### src/rtl/serial_adder_if.sv
// Handshake and operand bus for the digit-serial adder.
// The master issues start/operands; the slave returns status and result.
interface serial_adder_if #(
  parameter int WIDTH = 8
);
  logic             start;
  logic [WIDTH-1:0] a;
  logic [WIDTH-1:0] b;
  logic             cin;
  logic             sub;
  logic             busy;
  logic             done;
  logic [WIDTH-1:0] sum;
  logic             cout;
  logic             overflow;

  modport master (
    output start,
    output a,
    output b,
    output cin,
    output sub,
    input  busy,
    input  done,
    input  sum,
    input  cout,
    input  overflow
  );

  modport slave (
    input  start,
    input  a,
    input  b,
    input  cin,
    input  sub,
    output busy,
    output done,
    output sum,
    output cout,
    output overflow
  );
endinterface

### src/rtl/serial_adder.sv
// Digit-serial adder/subtractor: DIGIT bits per cycle, LSB first,
// with carry, borrow and signed-overflow flags.
module serial_adder #(
  parameter int WIDTH = 8,
  parameter int DIGIT = 1
) (
  input  logic          clk,
  input  logic          reset,
  serial_adder_if.slave bus
);
  localparam int N  = WIDTH / DIGIT;
  localparam int CW = (N > 1) ? $clog2(N) : 1;

  typedef enum logic {
    IDLE,
    RUN
  } state_t;

  state_t           state_q;
  logic [WIDTH-1:0] a_q;
  logic [WIDTH-1:0] b_q;
  logic [WIDTH-1:0] res_q;
  logic [WIDTH-1:0] sum_q;
  logic             carry_q;
  logic             cout_q;
  logic             ovf_q;
  logic             done_q;
  logic [CW-1:0]    cnt_q;

  logic [DIGIT-1:0] dsum_d;
  logic             dcarry_d;
  logic             cmsb_d;
  logic             last_d;
  logic [WIDTH-1:0] res_d;
  logic [WIDTH-1:0] a_d;
  logic [WIDTH-1:0] b_d;

  always_comb begin
    {dcarry_d, dsum_d} = {1'b0, a_q[DIGIT-1:0]}
                       + {1'b0, b_q[DIGIT-1:0]}
                       + {{DIGIT{1'b0}}, carry_q};
    // carry into the digit MSB, recovered from its sum bit
    cmsb_d = dsum_d[DIGIT-1]
           ^ a_q[DIGIT-1]
           ^ b_q[DIGIT-1];
    res_d  = WIDTH'({dsum_d, res_q} >> DIGIT);
    a_d    = a_q >> DIGIT;
    b_d    = b_q >> DIGIT;
    last_d = (cnt_q == CW'(N - 1));
  end

  always_ff @(posedge clk) begin
    if (reset) begin
      state_q <= IDLE;
      a_q     <= '0;
      b_q     <= '0;
      res_q   <= '0;
      sum_q   <= '0;
      carry_q <= 1'b0;
      cout_q  <= 1'b0;
      ovf_q   <= 1'b0;
      done_q  <= 1'b0;
      cnt_q   <= '0;
    end else begin
      done_q <= 1'b0;
      unique case (state_q)
        IDLE: begin
          if (bus.start) begin
            a_q     <= bus.a;
            b_q     <= bus.sub ? ~bus.b : bus.b;
            carry_q <= bus.sub | bus.cin;
            cnt_q   <= '0;
            state_q <= RUN;
          end
        end
        RUN: begin
          a_q     <= a_d;
          b_q     <= b_d;
          res_q   <= res_d;
          carry_q <= dcarry_d;
          cnt_q   <= cnt_q + 1'b1;
          if (last_d) begin
            sum_q   <= res_d;
            cout_q  <= dcarry_d;
            ovf_q   <= cmsb_d ^ dcarry_d;
            done_q  <= 1'b1;
            state_q <= IDLE;
          end
        end
        default: state_q <= IDLE;
      endcase
    end
  end

  assign bus.busy     = (state_q == RUN);
  assign bus.done     = done_q;
  assign bus.sum      = sum_q;
  assign bus.cout     = cout_q;
  assign bus.overflow = ovf_q;
endmodule

### src/flat_wrapper.sv
// flat-port wrapper written by rule: the top's interface ports become plain ports
module serial_adder_flat 
#(
  parameter int WIDTH = 8,
  parameter int DIGIT = 1
)
  (clk, reset, bus_start, bus_a, bus_b, bus_cin, bus_sub, bus_busy, bus_done, bus_sum, bus_cout, bus_overflow);
  serial_adder_if #(.WIDTH(WIDTH)) bus_i ();
  input  logic clk;
  input  logic reset;
  input wire logic [$bits(bus_i.start)-1:0] bus_start;
  input wire logic [$bits(bus_i.a)-1:0] bus_a;
  input wire logic [$bits(bus_i.b)-1:0] bus_b;
  input wire logic [$bits(bus_i.cin)-1:0] bus_cin;
  input wire logic [$bits(bus_i.sub)-1:0] bus_sub;
  output wire logic [$bits(bus_i.busy)-1:0] bus_busy;
  output wire logic [$bits(bus_i.done)-1:0] bus_done;
  output wire logic [$bits(bus_i.sum)-1:0] bus_sum;
  output wire logic [$bits(bus_i.cout)-1:0] bus_cout;
  output wire logic [$bits(bus_i.overflow)-1:0] bus_overflow;
  assign bus_i.start = bus_start;
  assign bus_i.a = bus_a;
  assign bus_i.b = bus_b;
  assign bus_i.cin = bus_cin;
  assign bus_i.sub = bus_sub;
  assign bus_busy = bus_i.busy;
  assign bus_done = bus_i.done;
  assign bus_sum = bus_i.sum;
  assign bus_cout = bus_i.cout;
  assign bus_overflow = bus_i.overflow;
  serial_adder #(.WIDTH(WIDTH), .DIGIT(DIGIT)) u_core (.clk(clk), .reset(reset), .bus(bus_i));
endmodule
### config.mk
export PLATFORM = sky130hd
export DESIGN_NAME = serial_adder_flat
export DESIGN_NICKNAME = d
export VERILOG_FILES = /design/src/rtl/serial_adder_if.sv /design/src/rtl/serial_adder.sv /design/src/flat_wrapper.sv
export SDC_FILE = /design/constraint.sdc
export NUM_CORES = 1
export LEC_CHECK = 0
export ABC_AREA = 1
export CORE_UTILIZATION = 50
export DETAILED_ROUTE_END_ITERATION = 10
export PLACE_DENSITY = 0.74
export SLEW_MARGIN = 40
export SYNTH_ARGS = -nofsm -noshare
export SYNTH_HDL_FRONTEND = slang
export SYNTH_SLANG_ARGS = --single-unit
export TNS_END_PERCENT = 100
### constraint.sdc
create_clock -name clk -period 1.6 [get_ports clk]
set_input_delay 0.16 -clock clk [delete_from_list [all_inputs] [get_ports clk]]
set_output_delay 0.16 -clock clk [all_outputs]
set_load 0.05 [all_outputs]
After elaboration in Yosys (flattened, before gate mapping):

Index checks and enable logic that the tools add are counted.

* bitwise logic cells: 6
* eq/ne operators: 2
* reduce and logical (&&, ||, !) cells: 2
* multiplexer cells: 13
* add/sub/neg operators: 3

Operators with widths (count)
* $pmux W8 S2: 2
* $mux W8: 3
* $not A8 Y8: 1
* $pmux W3 S2: 1
* $mux W1: 4
* $pmux W1 S2: 2
* $add A3 B1 Y3 const B: 1
* $eq A3 B3 Y1 const B: 1
* $mux W3: 1
* $xor A1 B1 Y1: 3
* $add A1 B1 Y2: 1
* $add A2 B1 Y2: 1
* $ne A2 B2 Y1 const B: 1
* $reduce_and A2 Y1: 1
* $reduce_or A2 Y1: 1
* $not A1 Y1: 1
* $or A1 B1 Y1: 1

* bits of input ports: 21
* output and inout port bits: 12
* logic and storage cells: 36
* bits in registers: 40

Logic depth before layout (Yosys ltp):

Gate-level depths: netlist of the first run.

* depth after elaboration: 5
* mapped depth: 7
* gate-level depth less buffers: 6

Worst setup path after synthesis of the first run:

OpenSTA, ideal clock, no wires.

* path kind: reg2reg
* start: register u_core.state_q, in the netlist u_core.bus.busy
* end: register u_core.a_q[5]
* data arrival time: 1.284 ns
* path slack: 0.206 ns
* clock period less this slack: 1.394 ns
* setup time: 0.110 ns
* required time: 1.490 ns
* path buffers: 2
* cell stages (with the launch flop): 8
* cells stage by stage: dfxtp_1 -> buf_6 -> inv_2 -> buf_4 -> nand3_1 -> nand3_1 -> nand2_1 -> inv_1

* cells in the longest elaborated chain, start to end: 2
* elaborated cells between the ends (all ways): 3
* classes of those cells: 1 x eq/ne; 1 x mux; 1 x bitwise

Ends and longest elaborated chain
* from (decl): line serial_adder.sv:19 `state_t state_q;`
* from (signal assigned): line serial_adder.sv:54 `state_q <= IDLE;`
* from (signal assigned): line serial_adder.sv:73 `state_q <= RUN;`
* from (signal assigned): line serial_adder.sv:87 `state_q <= IDLE;`
* $not A1 Y1: line serial_adder.sv:66 `unique case (state_q)`
* $pmux W8 S2 / $ne A2 B2 Y1 (equally long branches)
* to (signal assigned): line serial_adder.sv:69 `a_q <= bus.a;`
* to (decl): line serial_adder.sv:20 `logic [WIDTH-1:0] a_q;`

Parallel ways exist; a longest one is shown, timed or not.
A chain may end at the register's enable or synchronous reset.

Worst setup path after layout of the first run:

* start: register u_core.state_q, in the netlist u_core.bus.busy
* end: output port bus_busy

RTL lines
* to (decl): line flat_wrapper.sv:16 `output wire logic [$bits(bus_i.busy)-1:0] bus_busy;`

No word-level cell between the ends.

==> results.tsv, run 1 <==
stage	metric	value	unit
synth	syn_inst	242	
grt	grt_pass1_vias	1379	
final_layout	mostFrequentLayoutCell	nand2_1	
final_layout	fill_cells	280	
routing	viasPerCell	4.73	
sta	timing.slew.headroom	67.7	%
synth	synth.yosys.seq_area_share	46.0	%
place	io_buffers	32	
sta	fin_crit	1.36	ns
place	place_area	2060	sq um
floorplan	die_width	60.3	microns
sta	skew	0.0115	ns
grt	antenna_found_initial	0	
sta	rsz0062_at_grt	no	
sta	final_max_slew_viol_count	0	
final_layout	drive_gt1_share	12.2	%
place	dp_hpwl	2430	microns
final_layout	multi_input_area	731	sq um
routing	avgRoutedWirePerCell	10.6	microns
routing	drt_wl_total	3420	microns
clock_tree	hold_buffers	0	
sta	hold_viol_final	0	
clock_tree	clock_path_buffers	2	
clock_tree	clock_sinks	39	
floorplan	dieArea	3630	sq um
worst_setup_path	cp-startpoint	u_core.bus.busy	
sta	fin_crit_sh	84.9	%
routing	vias	1527	
worst_setup_path	cp.arrival	1.20	ns
floorplan	start_util	54.2	%
worst_setup_path	required	1.44	ns
final_layout	seq_area	782	sq um
synth	synth_warnings	0	
synth	synth_area_per_cell	7.01	sq um
worst_setup_path	worst_setup_path_end_kind	output pin	
sta	worst_slack	0.241	ns
clock_tree	htreeDepth	2	
final_layout	postLayoutCoreUtil	69.1	%
routing	first_iter_violations	71	
synth	synth_nets	266	
floorplan	rows	20	
clock_tree	cts_setup_buffers	0	
place	dp_cells	315	
routing	drt_pass1_iterations	4	
power_and_ir_drop	ir_drop	652	uV
grt	grt_usage	21.7	%
worst_setup_path	r2r-start	u_core.carry_q	
worst_setup_path	cp_max_fo	13	
synth	synthesis.area	1700	sq um
final_layout	fin_cells	323	
routing	ant_nets	0	
sta	worstMarginPinSlew	0.487	ns
clock_tree	ctsResizeCount	1	
job	maxCapViolCount	0	
floorplan	ios	33	
worst_hold_path	min_from	bus_a[7]	
sta	setup_viol	0	
clock_tree	path_clk_slew	0.12	ns
final_layout	nNetsFinal	302	
clock_tree	cts_tree	built	
synth	ys_types	18	
synth	ys_seq_elements	39	
clock_tree	clock-root-buffer	clkbuf_4	
final_layout	final_cell_mix	nand2_1, dfxtp_1, nand3_1	
place	dp_slack	0.230	ns
place	place.gp.congestion	0.763	
power_and_ir_drop	total_leakage_power	0.00111	uW
grt	grt_overflow_total	0	
floorplan	core-area	3130	sq um
final_layout	stdcell_area	2160	sq um
grt	grt_pass1_wl	5860	microns
routing	drc	0	
power_and_ir_drop	power_density	972	nW/um^2
worst_hold_path	hold_class	input pin to flip-flop	
grt	grt_max_degree	18	
clock_tree	cts_buffers	5	
run_status	outcome	finished clean	
final_layout	syn_to_final_growth	27.4	%
sta	max_freq	736	MHz
final_layout	num_antenna_cells	0	
worst_setup_path	worst_setup_path_start_kind	flip-flop	
worst_setup_path	crit_type	flip-flop to output pin	
sta	fin_setup_tns	0	ns
clock_tree	clkLatencyLatePin	0.34	ns
floorplan	die_y	60.3	microns
-- final timing paths --
check                                         end  slack [ns]  cells after the start
worst min-delay path                u_core.a_q[7]        0.38                      3
worst max register to register     u_core.carry_q        0.32                      5
worst min register to register  u_core.bus.sum[0]        0.46                      2
worst max-delay path                     bus_busy        0.24                      2
-- flip-flops by register name, summed over array words and instances, names as in the netlist --
register,cells
u_core.b_q,8
u_core.bus.done,1
u_core.a_q,8
u_core.cnt_q,3
u_core.res_q,7
u_core.carry_q,1
u_core.bus.sum,8
u_core.bus.busy,1
u_core.bus.cout,1
u_core.bus.overflow,1
-- cell families after synthesis --
family,after synthesis,synth area share [%]
buffers and inverters,41,10.9
flip-flops,39,46.0
AND/OR/NAND/NOR,125,30.2
AO/OA/AOI/OAI,33,9.73
XOR/XNOR,1,0.516
adder cells (fa/ha/maj),3,2.65
-- routing by layer --
| metal | share of wire [%] | vias to the layer above | routed length, microns | global-route usage (%) |
|---|---|---|---|---|
| met5 | 0 | - | 0 | 0 |
| met4 | 0.99 | 0 | 34 | 5.98 |
| met3 | 3.7 | 4 | 127 | 5.84 |
| met2 | 45 | 30 | 1540 | 35.9 |
| met1 | 50 | 663 | 1720 | 27.4 |
| li1 | - | 830 | - | - |
-- worst max-delay path, cell delays in order (launching register included) --
cell and delay [ns]:
dfxtp_2 0.50, buf_4 0.21, buf_12 0.14
-- cells in the mapped netlist --
cell,instances,area (sq um)
fa_1,1,20.0
buf_2,4,20.0
o21ai_0,9,45.0
buf_4,5,37.5
xnor2_1,1,8.76
nand3_1,26,130
o21ai_1,1,5.00
buf_6,1,11.3
nor2_2,1,6.26
dfxtp_1,39,781
inv_2,4,15.0
nor2_1,13,48.8
nor2_4,1,11.3
nand2_1,84,315
inv_1,25,93.8
clkbuf_1,2,7.51
a21oi_1,23,115
ha_1,2,25.0
-- layout make-up --
cell class / instances / area share [%]
Clock buffer: 6 / 1.91
Clock inverter: 2 / 2.78
Inverter: 29 / 5.03
Multi-Input combinational cell: 162 / 33.8
Sequential cell: 39 / 36.2
Tap cell: 44 / 2.55
Timing Repair Buffer: 41 / 17.8
-- per-stage QoR --
step	power, uW	hold WS, ns
5_1_grt	2200	0.364
6_report	2100	0.380
3_3_place_gp	1320	0.433
2_1_floorplan	1220	0.229
3_5_place_dp	1320	0.443
4_1_cts	2110	0.366
-- where the power goes --
group	internal [uW]	switching (uW)
clock network	488	312
registers	1010	31.9
logic	124	130
total	1630	475
(Power assumes the default switching activity.)
==> run 2: changes to the inputs <==
--- a/config.mk
+++ b/config.mk
@@ -6,9 +6,9 @@
 export NUM_CORES = 1
 export LEC_CHECK = 0
 export ABC_AREA = 1
-export CORE_UTILIZATION = 50
+export CORE_UTILIZATION = 46
 export DETAILED_ROUTE_END_ITERATION = 10
-export PLACE_DENSITY = 0.74
+export PLACE_DENSITY = 0.72
 export SLEW_MARGIN = 40
 export SYNTH_ARGS = -nofsm -noshare
 export SYNTH_HDL_FRONTEND = slang
==> constraint.sdc (replaced) <==
create_clock -name clk -period 1.1 [get_ports clk]
set_input_delay 0.11 -clock clk [delete_from_list [all_inputs] [get_ports clk]]
set_output_delay 0.11 -clock clk [all_outputs]
set_load 0.05 [all_outputs]
==> run 2 against run 1 <==
Compared with the run above:
- the flow now finishes with violations (negative setup slack)
- worst hold slack improved by 0.033 ns
- critical endpoint is now u_core.bus.sum[7]
- highest routed layer unchanged
- clock power rose by 21%
- combinational power rose by 79%
- sequential power rose by 45%
==> results.tsv, run 2 (synthesized netlist as in run 1, its figures left out) <==
stage	metric	value	unit
worst_setup_path	worst_setup_path_end_kind	flip-flop	
clock_tree	clock_sinks	39	
sta	fin_crit_sh	106	%
worst_setup_path	cp_max_fo	4	
power_and_ir_drop	total_leakage_power	0.00122	uW
worst_setup_path	cp.arrival	1.37	ns
routing	drc	0	
clock_tree	clock_path_buffers	2	
floorplan	start_util	49.3	%
power_and_ir_drop	p_clk_share	32.8	%
job	maxCapViolCount	0	
final_layout	drive_gt1_share	26.5	%
power_and_ir_drop	power_density	1140	nW/um^2
place	place_area	2270	sq um
place	dp_cells	325	
sta	setup_viol	6	
power_and_ir_drop	ir_drop	583	uV
final_layout	nNetsFinal	317	
clock_tree	cts_tree	built	
power_and_ir_drop	p_total	2940	uW
clock_tree	cts_buffers	5	
power_and_ir_drop	p_seq_share	51.7	%
sta	final_max_slew_viol_count	0	
clock_tree	path_clk_slew	0.08	ns
worst_setup_path	worst_setup_path_start_kind	flip-flop	
grt	grt_pass1_vias	1547	
grt	grt_usage	21.3	%
final_layout	syn_to_final_growth	51.5	%
routing	viasPerCell	4.88	
floorplan	rows	21	
sta	timing.slew.headroom	84.1	%
power_and_ir_drop	sw_frac_of_total	27.2	%
worst_hold_path	hold_class	input pin to flip-flop	
run_status	outcome	finished, violations left	
sta	max_freq	855	MHz
place	io_buffers	32	
routing	drt_wl_total	3960	microns
routing	avgRoutedWirePerCell	11.7	microns
floorplan	die_width	62.7	microns
clock_tree	clkLatencyLatePin	0.29	ns
final_layout	final_cell_mix	nand2_1, dfxtp_1, inv_1	
power_and_ir_drop	combPwrFrac	15.4	%
place	dp_slack	-0.194	ns
grt	antenna_found_initial	0	
routing	vias	1659	
place	dp_hpwl	2500	microns
routing	first_iter_violations	49	
grt	grt_pass1_wl	6610	microns
power_and_ir_drop	intPower	2140	uW
final_layout	num_antenna_cells	0	
worst_setup_path	crit_type	flip-flop to flip-flop	
floorplan	core-area	3440	sq um
place	place.gp.congestion	0.781	
run_status	violations	negative setup slack	
clock_tree	hold_buffers	0	
grt	grt_overflow_total	0	
sta	hold_viol_final	0	
sta	skew	0.00572	ns
clock_tree	htreeDepth	2	
routing	drt_pass1_iterations	4	
final_layout	fin_cells	340	
worst_setup_path	required	1.30	ns
power_and_ir_drop	power.switching	801	uW
floorplan	die_y	62.7	microns
floorplan	ios	33	
routing	ant_nets	0	
final_layout	mostFrequentLayoutCell	nand2_1	
grt	grt_max_degree	21	
floorplan	dieArea	3940	sq um
sta	worstMarginPinSlew	0.238	ns
final_layout	stdcell_area	2570	sq um
sta	fin_crit	1.17	ns
sta	rsz0062_at_grt	yes	
clock_tree	clock-root-buffer	clkbuf_8	
sta	worst_slack	-0.0700	ns
## run 2: changes by cell type in the layout (fill, tap and decap cells not counted), moves of 5 or more
cell,previous run,this run
nand3_1,26,19
nand2_2,0,5
a21oi_2,0,5
a21oi_1,23,18
clkbuf_4,5,0
clkbuf_8,0,5
nand2_1,84,78
buf_12,2,13
buf_6,0,6
nand3_2,0,5
## run 2: stage by stage
step | setup TNS [ns] | util (%) | hold slack, ns
after floorplan | 0 | - | 0.179
after global routing | -0.733 | 74.7 | 0.444
final | -0.379 | 74.7 | 0.413
after CTS | -0.0944 | 71.3 | 0.395
after detailed placement | -3.12 | 65.9 | 0.452
after global placement | -2.42 | 65.9 | 0.438
## run 2: what timing repair did
action / 4_1_cts / 5_1_grt
setup endpoints to repair: 14 / 29
resized for setup: 15 / 29
gates cloned: 1 / 1
pin swaps: 6 / 7
setup buffers: 4 / 1
## run 2: power by group through the flow
stage,clock network (uW),registers [uW],logic (uW)
global placement,0,1550,377
global route,1050,1530,503
CTS,991,1520,417
floorplan,0,1550,226
detailed placement,0,1550,385
finish,966,1520,454
## run 2: per-layer routing
layer	global-route usage [%]	vias up	wire [microns]	part of all wire, %
met5	0	-	0	0
met4	9.59	0	43	1.1
met3	4.38	4	160	4.0
met2	35.9	34	1940	49
met1	26.0	765	1820	46
li1	-	856	-	-
## run 2: final cells by class
class / instances / area [sq um]
fillers: 263 / 871
clock buffers: 5 / 68.8
repair buffers: 54 / 648
inverters: 29 / 119
clock inverters: 3 / 20.0
multi-input cells: 163 / 861
repair inverters: 1 / 7.51
well taps: 46 / 57.6
flip-flops and latches: 39 / 790
## run 2: worst paths after layout
path	start	endpoint	slack [ns]	cells past startpoint
setup / recovery	u_core.cnt_q[1]	u_core.bus.sum[7]	-0.07	6
hold / removal	bus_a[7]	u_core.a_q[7]	0.41	3
setup reg to reg	u_core.cnt_q[1]	u_core.bus.sum[7]	-0.07	6
hold reg to reg	u_core.res_q[1]	u_core.bus.sum[0]	0.48	2
## run 2: worst max-delay path: stages, from the launching register on
cell	delay [ns]
dfxtp_2	0.34
ha_4	0.17
ha_4	0.17
nand3_4	0.11
clkinvlp_4	0.15
nand2_1	0.08
nand2_1	0.04
==> run 3: changes to the inputs <==
--- a/config.mk
+++ b/config.mk
@@ -5,7 +5,7 @@
 export SDC_FILE = /design/constraint.sdc
 export NUM_CORES = 1
 export LEC_CHECK = 0
-export ABC_AREA = 1
+export ABC_CLOCK_PERIOD_IN_PS = 1100
 export CORE_UTILIZATION = 46
 export DETAILED_ROUTE_END_ITERATION = 10
 export PLACE_DENSITY = 0.72
==> run 3 against run 2 <==
Compared with the run above:
- the run still ends with negative setup slack left
- clock-buffer cell count grew 2
- non-clock buffer count grew 8
- critical path depth shrank 1
- combinational power grew 21%
- global-route usage shrank 0.77 points
- core utilization shrank 1.5 points
- die area grew 4.4%
- fmax shrank 6.0%
- clock skew is essentially flat
- power grew 1.6%
- critical path type unchanged
==> results.tsv, run 3 <==
stage	metric	value	unit
synth	yosys.area_share.simple	16.9	%
place	dp_slack	-0.368	ns
routing	ant_nets	0	
worst_setup_path	crit_top_cell	ha_4	
clock_tree	clock_sinks	39	
routing	drc	0	
final_layout	drive_gt1_share	38.9	%
final_layout	syn_to_final_growth	52.3	%
worst_setup_path	required	1.32	ns
synth	async_reset_ff_share	0	%
grt	antenna_found_initial	0	
floorplan	core-area	3690	sq um
synth	ys_types	29	
sta	hold_viol_final	0	
power_and_ir_drop	p_clk_share	30.6	%
floorplan	start_util	48.1	%
sta	fin_crit_sh	113	%
power_and_ir_drop	total_leakage_power	0.00102	uW
routing	first_iter_violations	47	
grt	grt_max_degree	33	
floorplan	ios	33	
worst_setup_path	worst_setup_path_start_kind	flip-flop	
power_and_ir_drop	ir_drop	1480	uV
worst_setup_path	path_delay_family	adder cells	
final_layout	final_cell_mix	dfxtp_1, clkdlybuf4s50_1, buf_12, buf_4, mux2i_1	
grt	grt_overflow_total	0	
grt	grt_pass1_wl	6530	microns
place	place.gp.congestion	0.699	
synth	ys_top_cells_by_count	dfxtp_1, mux2i_1, a21oi_1	
final_layout	nNetsFinal	252	
grt	grt_pass1_vias	1495	
routing	drt_pass1_iterations	4	
worst_setup_path	cp_max_fo	11	
synth	yosys.area.top_type	dfxtp_1	
synth	yosysMostFrequentCell	dfxtp_1	
synth	synthesis.area	1770	sq um
synth	synthAdderAreaFrac	2.54	%
clock_tree	path_clk_slew	0.07	ns
power_and_ir_drop	intPower	2230	uW
routing	drt_wl_total	4570	microns
run_status	outcome	finished, violations left	
synth	synth_compound_area_share	17.1	%
final_layout	fill_cells	255	
routing	viasPerCell	5.46	
floorplan	die_y	64.1	microns
worst_setup_path	crit_slowest_cell	dfxtp_2	
clock_tree	htreeDepth	2	
sta	fin_setup_tns	-1.75	ns
run_status	violations	negative setup slack	
worst_setup_path	critPathBufInv	1	
synth	synth_edf_count	0	
grt	grt_usage	20.5	%
sta	max_freq	804	MHz
synth	synth_warnings	0	
sta	holdWs	0.378	ns
synth	synth_top_area_share	44.0	%
clock_tree	cts_buffers	5	
power_and_ir_drop	power_density	1110	nW/um^2
synth	yosys-top-cells-area	dfxtp_1, mux2i_1, a21bo_2	
routing	vias	1513	
worst_setup_path	crit_type	flip-flop to flip-flop	
job	maxCapViolCount	0	
synth	synth_ff_type	dfxtp_1	
power_and_ir_drop	combPwrFrac	18.4	%
worst_setup_path	cp.arrival	1.46	ns
power_and_ir_drop	power.switching	756	uW
sta	fin_crit	1.24	ns
sta	final_max_slew_viol_count	0	
clock_tree	clkLatencyLatePin	0.28	ns
synth	synth_area_per_cell	10.1	sq um
synth	synth_nets	200	
place	dp_hpwl	2770	microns
synth	synthXorXnorAreaFrac	4.44	%
place	io_buffers	32	
worst_setup_path	cpPeakStageDelay	0.34	ns
sta	rsz0062_at_grt	yes	
synth	syn_inst	176	
floorplan	die_width	64.1	microns
worst_hold_path	hold_class	input pin to flip-flop	
final_layout	mostFrequentLayoutCell	dfxtp_1	
sta	worstMarginPinSlew	0.310	ns
clock_tree	clock-root-buffer	clkbuf_8	
synth	synth_top_family_by_area	compound AO/OA/AOI/OAI gates	
worst_setup_path	reg2reg_slack	-0.14	ns
routing	avgRoutedWirePerCell	16.5	microns
final_layout	num_antenna_cells	0	
worst_setup_path	worst_setup_path_end_kind	flip-flop	
sta	worst_slack	-0.144	ns
sta	timing.slew.headroom	78.8	%
power_and_ir_drop	sw_frac_of_total	25.3	%
floorplan	rows	22	
clock_tree	clock_path_buffers	2	
synth	ys_seq_elements	39	
floorplan	dieArea	4110	sq um
synth	synth.yosys.seq_area_share	44.0	%
sta	setup_viol	28	
power_and_ir_drop	p_seq_share	51.0	%
clock_tree	cts_tree	built	
worst_setup_path	crit_chain	ha_4 > ha_4 > buf_6 > a21bo_2 > a21oi_1	
sta	skew	0.00532	ns
synth	synthMuxAreaShare	8.46	%
power_and_ir_drop	p_total	2990	uW
run 3: logic make-up (layout without fill, tap and decap cells):
logic type,count (synthesis),in the layout
fa+ha+maj,3,3
xor+xnor,9,9
simple gates,52,52
compound gates,40,40
buf+inv,18,71
flops,39,39
mux,15,15
run 3: final cells by class:
type / instances / area [sq um] / area share [%]
Multi-Input combinational cell: 119 / 1010 / 37.3
Sequential cell: 39 / 791 / 29.3
Timing Repair Buffer: 62 / 757 / 28.0
Clock buffer: 7 / 76.3 / 2.83
Tap cell: 48 / 60.1 / 2.22
Clock inverter: 1 / 5.00 / 0.185
Inverter: 1 / 3.75 / 0.139
run 3: power by group through the flow:
| stage | clock network [uW] | logic (uW) | registers, uW |
|---|---|---|---|
| 4_1_cts | 938 | 450 | 1520 |
| 5_1_grt | 1010 | 589 | 1530 |
| 3_3_place_gp | 0 | 411 | 1550 |
| 3_5_place_dp | 0 | 429 | 1560 |
| 2_1_floorplan | 0 | 250 | 1550 |
| 6_report | 915 | 549 | 1530 |
run 3: timing repair:
item	4_1_cts	5_1_grt
gates resized for setup	9	35
pin swaps	4	20
hold buffers	0	0
cloned	1	1
endpoints found under the setup margin	30	33
buffers inserted	3	7
run 3: final timing paths:
kind | end | cells after the start | startpoint
setup reg to reg | u_core.bus.sum[6] | 5 | u_core.cnt_q[0]
setup / recovery | u_core.bus.sum[6] | 5 | u_core.cnt_q[0]
hold reg to reg | u_core.bus.sum[0] | 2 | u_core.res_q[1]
hold / removal | u_core.b_q[0] | 2 | reset
run 3: per-layer routing:
metal / GRT usage (%) / up-vias / part of all wire (%) / wire length, microns
met4: 5.56 / 0 / 1.3 / 59
met2: 37.9 / 34 / 52 / 2370
met1: 22.9 / 736 / 42 / 1940
met5: 0 / - / 0 / 0
li1: - / 735 / - / -
met3: 5.71 / 8 / 4.4 / 199
run 3: worst reg2reg max path, delay by kind of cell, from the launching register on:
kind | cells | cell delay (ns)
buffers and inverters | 1 | 0.15
flip-flops | 1 | 0.34
AO/OA/AOI/OAI | 2 | 0.34
adder cells (fa/ha/maj) | 2 | 0.35
run 3: per-stage QoR:
stage / util [%] / cells / area, sq um
3_3_place_gp: 64.0 / 257 / 2360
5_1_grt: 73.2 / 277 / 2700
6_report: 73.2 / 277 / 2700
4_1_cts: 67.4 / 269 / 2490
3_5_place_dp: 64.0 / 257 / 2360
2_1_floorplan: - / 176 / 1820
==> RTL edit, RTL diff (config.mk and constraints of run 3) <==
Make the reset (`reset`) asynchronous in one clocked block.
--- a/src/rtl/serial_adder.sv
+++ b/src/rtl/serial_adder.sv
@@ -49,7 +49,7 @@
     last_d = (cnt_q == CW'(N - 1));
   end
 
-  always_ff @(posedge clk) begin
+  always_ff @(posedge clk or posedge reset) begin
     if (reset) begin
       state_q <= IDLE;
       a_q     <= '0;
Check against the original RTL: differs if reset is asserted again (counterexample within 4 cycles, from zero or initial values and one cycle with reset high); with reset held inactive, the same outputs for 10 cycles.
==> RTL edit against run 3 <==
The flow still finishes with violations (negative setup slack). First-iteration DRC count down 6.4%. Worst setup slack worse by 0.25 ns. Area after synthesis up 0.28%. Count of clock-buffer cells in the layout unchanged. Highest routed layer unchanged. Sequential cell count unchanged. Wire length down 18%. Cell area down 0.19%. Sequential share of layout area up 7.0 points.
Power is not compared: it rests on default switching activity, and its combinational part moved more than twofold at a synthesized area within 25%.
==> RTL edit: results (changes against run 3) <==
status = complete, but fails checks (unchanged)
violated checks = negative setup slack (unchanged)
worst slew pin tran = 0.311 ns (was 0.310 ns)
Final Non-Filler Cells = 245 (was 277)
Post-synth top cells = 39 x dfrtp_1, 17 x nand2_1, 16 x mux2i_1, 16 x o21ai_0, 9 x mux2_2 (was 39 x dfxtp_1, 15 x mux2i_1, 13 x a21oi_1)
vias in the first global route = 1269 (was 1495)
Fill cells = 253 (was 255)
Num CTS Buffers = 5 (unchanged)
Synth cell types = 22 (was 29)
Critical-path top delay cell = fa_2 (was dfxtp_2)
Vias/cell = 5.07 (was 5.46)
fraction of synthesized cell area in xor and xnor cells = 0.0541 (was 0.0444)
compound-cell area share of the yosys netlist = 0.0584 (was 0.171)
Synth area leaders = dfrtp_1 55%, mux2i_1 9.0%, mux2_4 5.9% (was dfxtp_1 44%, mux2i_1 8.5%, a21bo_2 5.1%)
GPL Wtd Cong = 0.722 (was 0.699)
crit-path max FO = 2 (was 11)
post-synthesis adder-cell area fraction = 0.0253 (was 0.0254)
HP Class = in -> async (was in -> reg)
Synth Net Count = 165 (was 200)
first-pass GRT wire length = 6200 µm (was 6530 µm)
DP Area = 2390 µm² (was 2360 µm²)
HPWL after DPL = 2250 µm (was 2770 µm)
Seq/Total Area, Yosys = 0.549 (was 0.440)
M2 GR Usage = 0.370 (was 0.379)
Iteration-0 DRC Markers = 44 (was 47)
fin worst setup slack = -0.391 ns (was -0.144 ns)
met3 routed WL = 107 µm (was 199 µm)
largest net degree at the start of global routing = 40 (was 33)
Hold WS = 0.174 ns (was 0.378 ns)
layout cell share with drive strength beyond 1 = 0.355 (was 0.389)
ys async rst share = 1.00 (was 0)
mux cell area share after synthesis = 0.206 (was 0.0846)
global routing usage on met3 = 0.0321 (was 0.0571)
Worst Skew = 0.00282 ns (was 0.00532 ns)
delay-heaviest family, CP = adder cells (unchanged)
cell count after synthesis = 141 (was 176)
CP startpoint = u_core.carry_q$_DFFE_PP0P_ (was u_core.cnt_q[0]$_SDFFE_PP0P_)
final setup violating endpoints = 19 (was 28)
Met1 Wirelength = 1540 µm (was 1940 µm)
Setup TNS = -3.00 ns (was -1.75 ns)
DR WL met2 = 2040 µm (was 2370 µm)
final wirelength = 3730 µm (was 4570 µm)
crit path DAT = 1.66 ns (was 1.46 ns)
GR Layer Usage met1 = 0.243 (was 0.229)
Worst R2R Path Depth = 4 (was 5)
number of cells after detailed placement = 224 (was 257)
r2r endpoint = u_core.bus.overflow$_DFFE_PP0P_ (was u_core.bus.sum[6]$_SDFFE_PP0P_)
[RTL edit: logic make-up after synthesis]
logic type / Yosys count
mux: 32
flops: 39
compound gates: 19
xor+xnor: 11
fa+ha+maj: 3
simple gates: 26
buf+inv: 11
[RTL edit: area by class of cell]
cell class	count	area (µm²)	area share
sequential	39	977	0.362
clock inverter	1	5.00	0.00186
inverter	2	10.0	0.00371
multi-input combinational	92	833	0.309
tap	48	60.1	0.0223
timing repair buffer	56	734	0.272
clock buffer	7	76.3	0.0283
[RTL edit: report_power, final]
part / switching (mW) / leakage, nW / internal [mW]
registers: 0.550 / 0.499 / 2.06
logic: 2.02 / 0.753 / 2.81
clock network: 0.449 / 0.0422 / 0.444
[RTL edit: timing repair]
| action | in CTS | in global routing |
|---|---|---|
| endpoints found under the setup margin | 16 | 23 |
| resized for setup | 9 | 10 |
| gates cloned | 4 | 0 |
| buffers inserted | 8 | 4 |
| pin swaps | 7 | 9 |
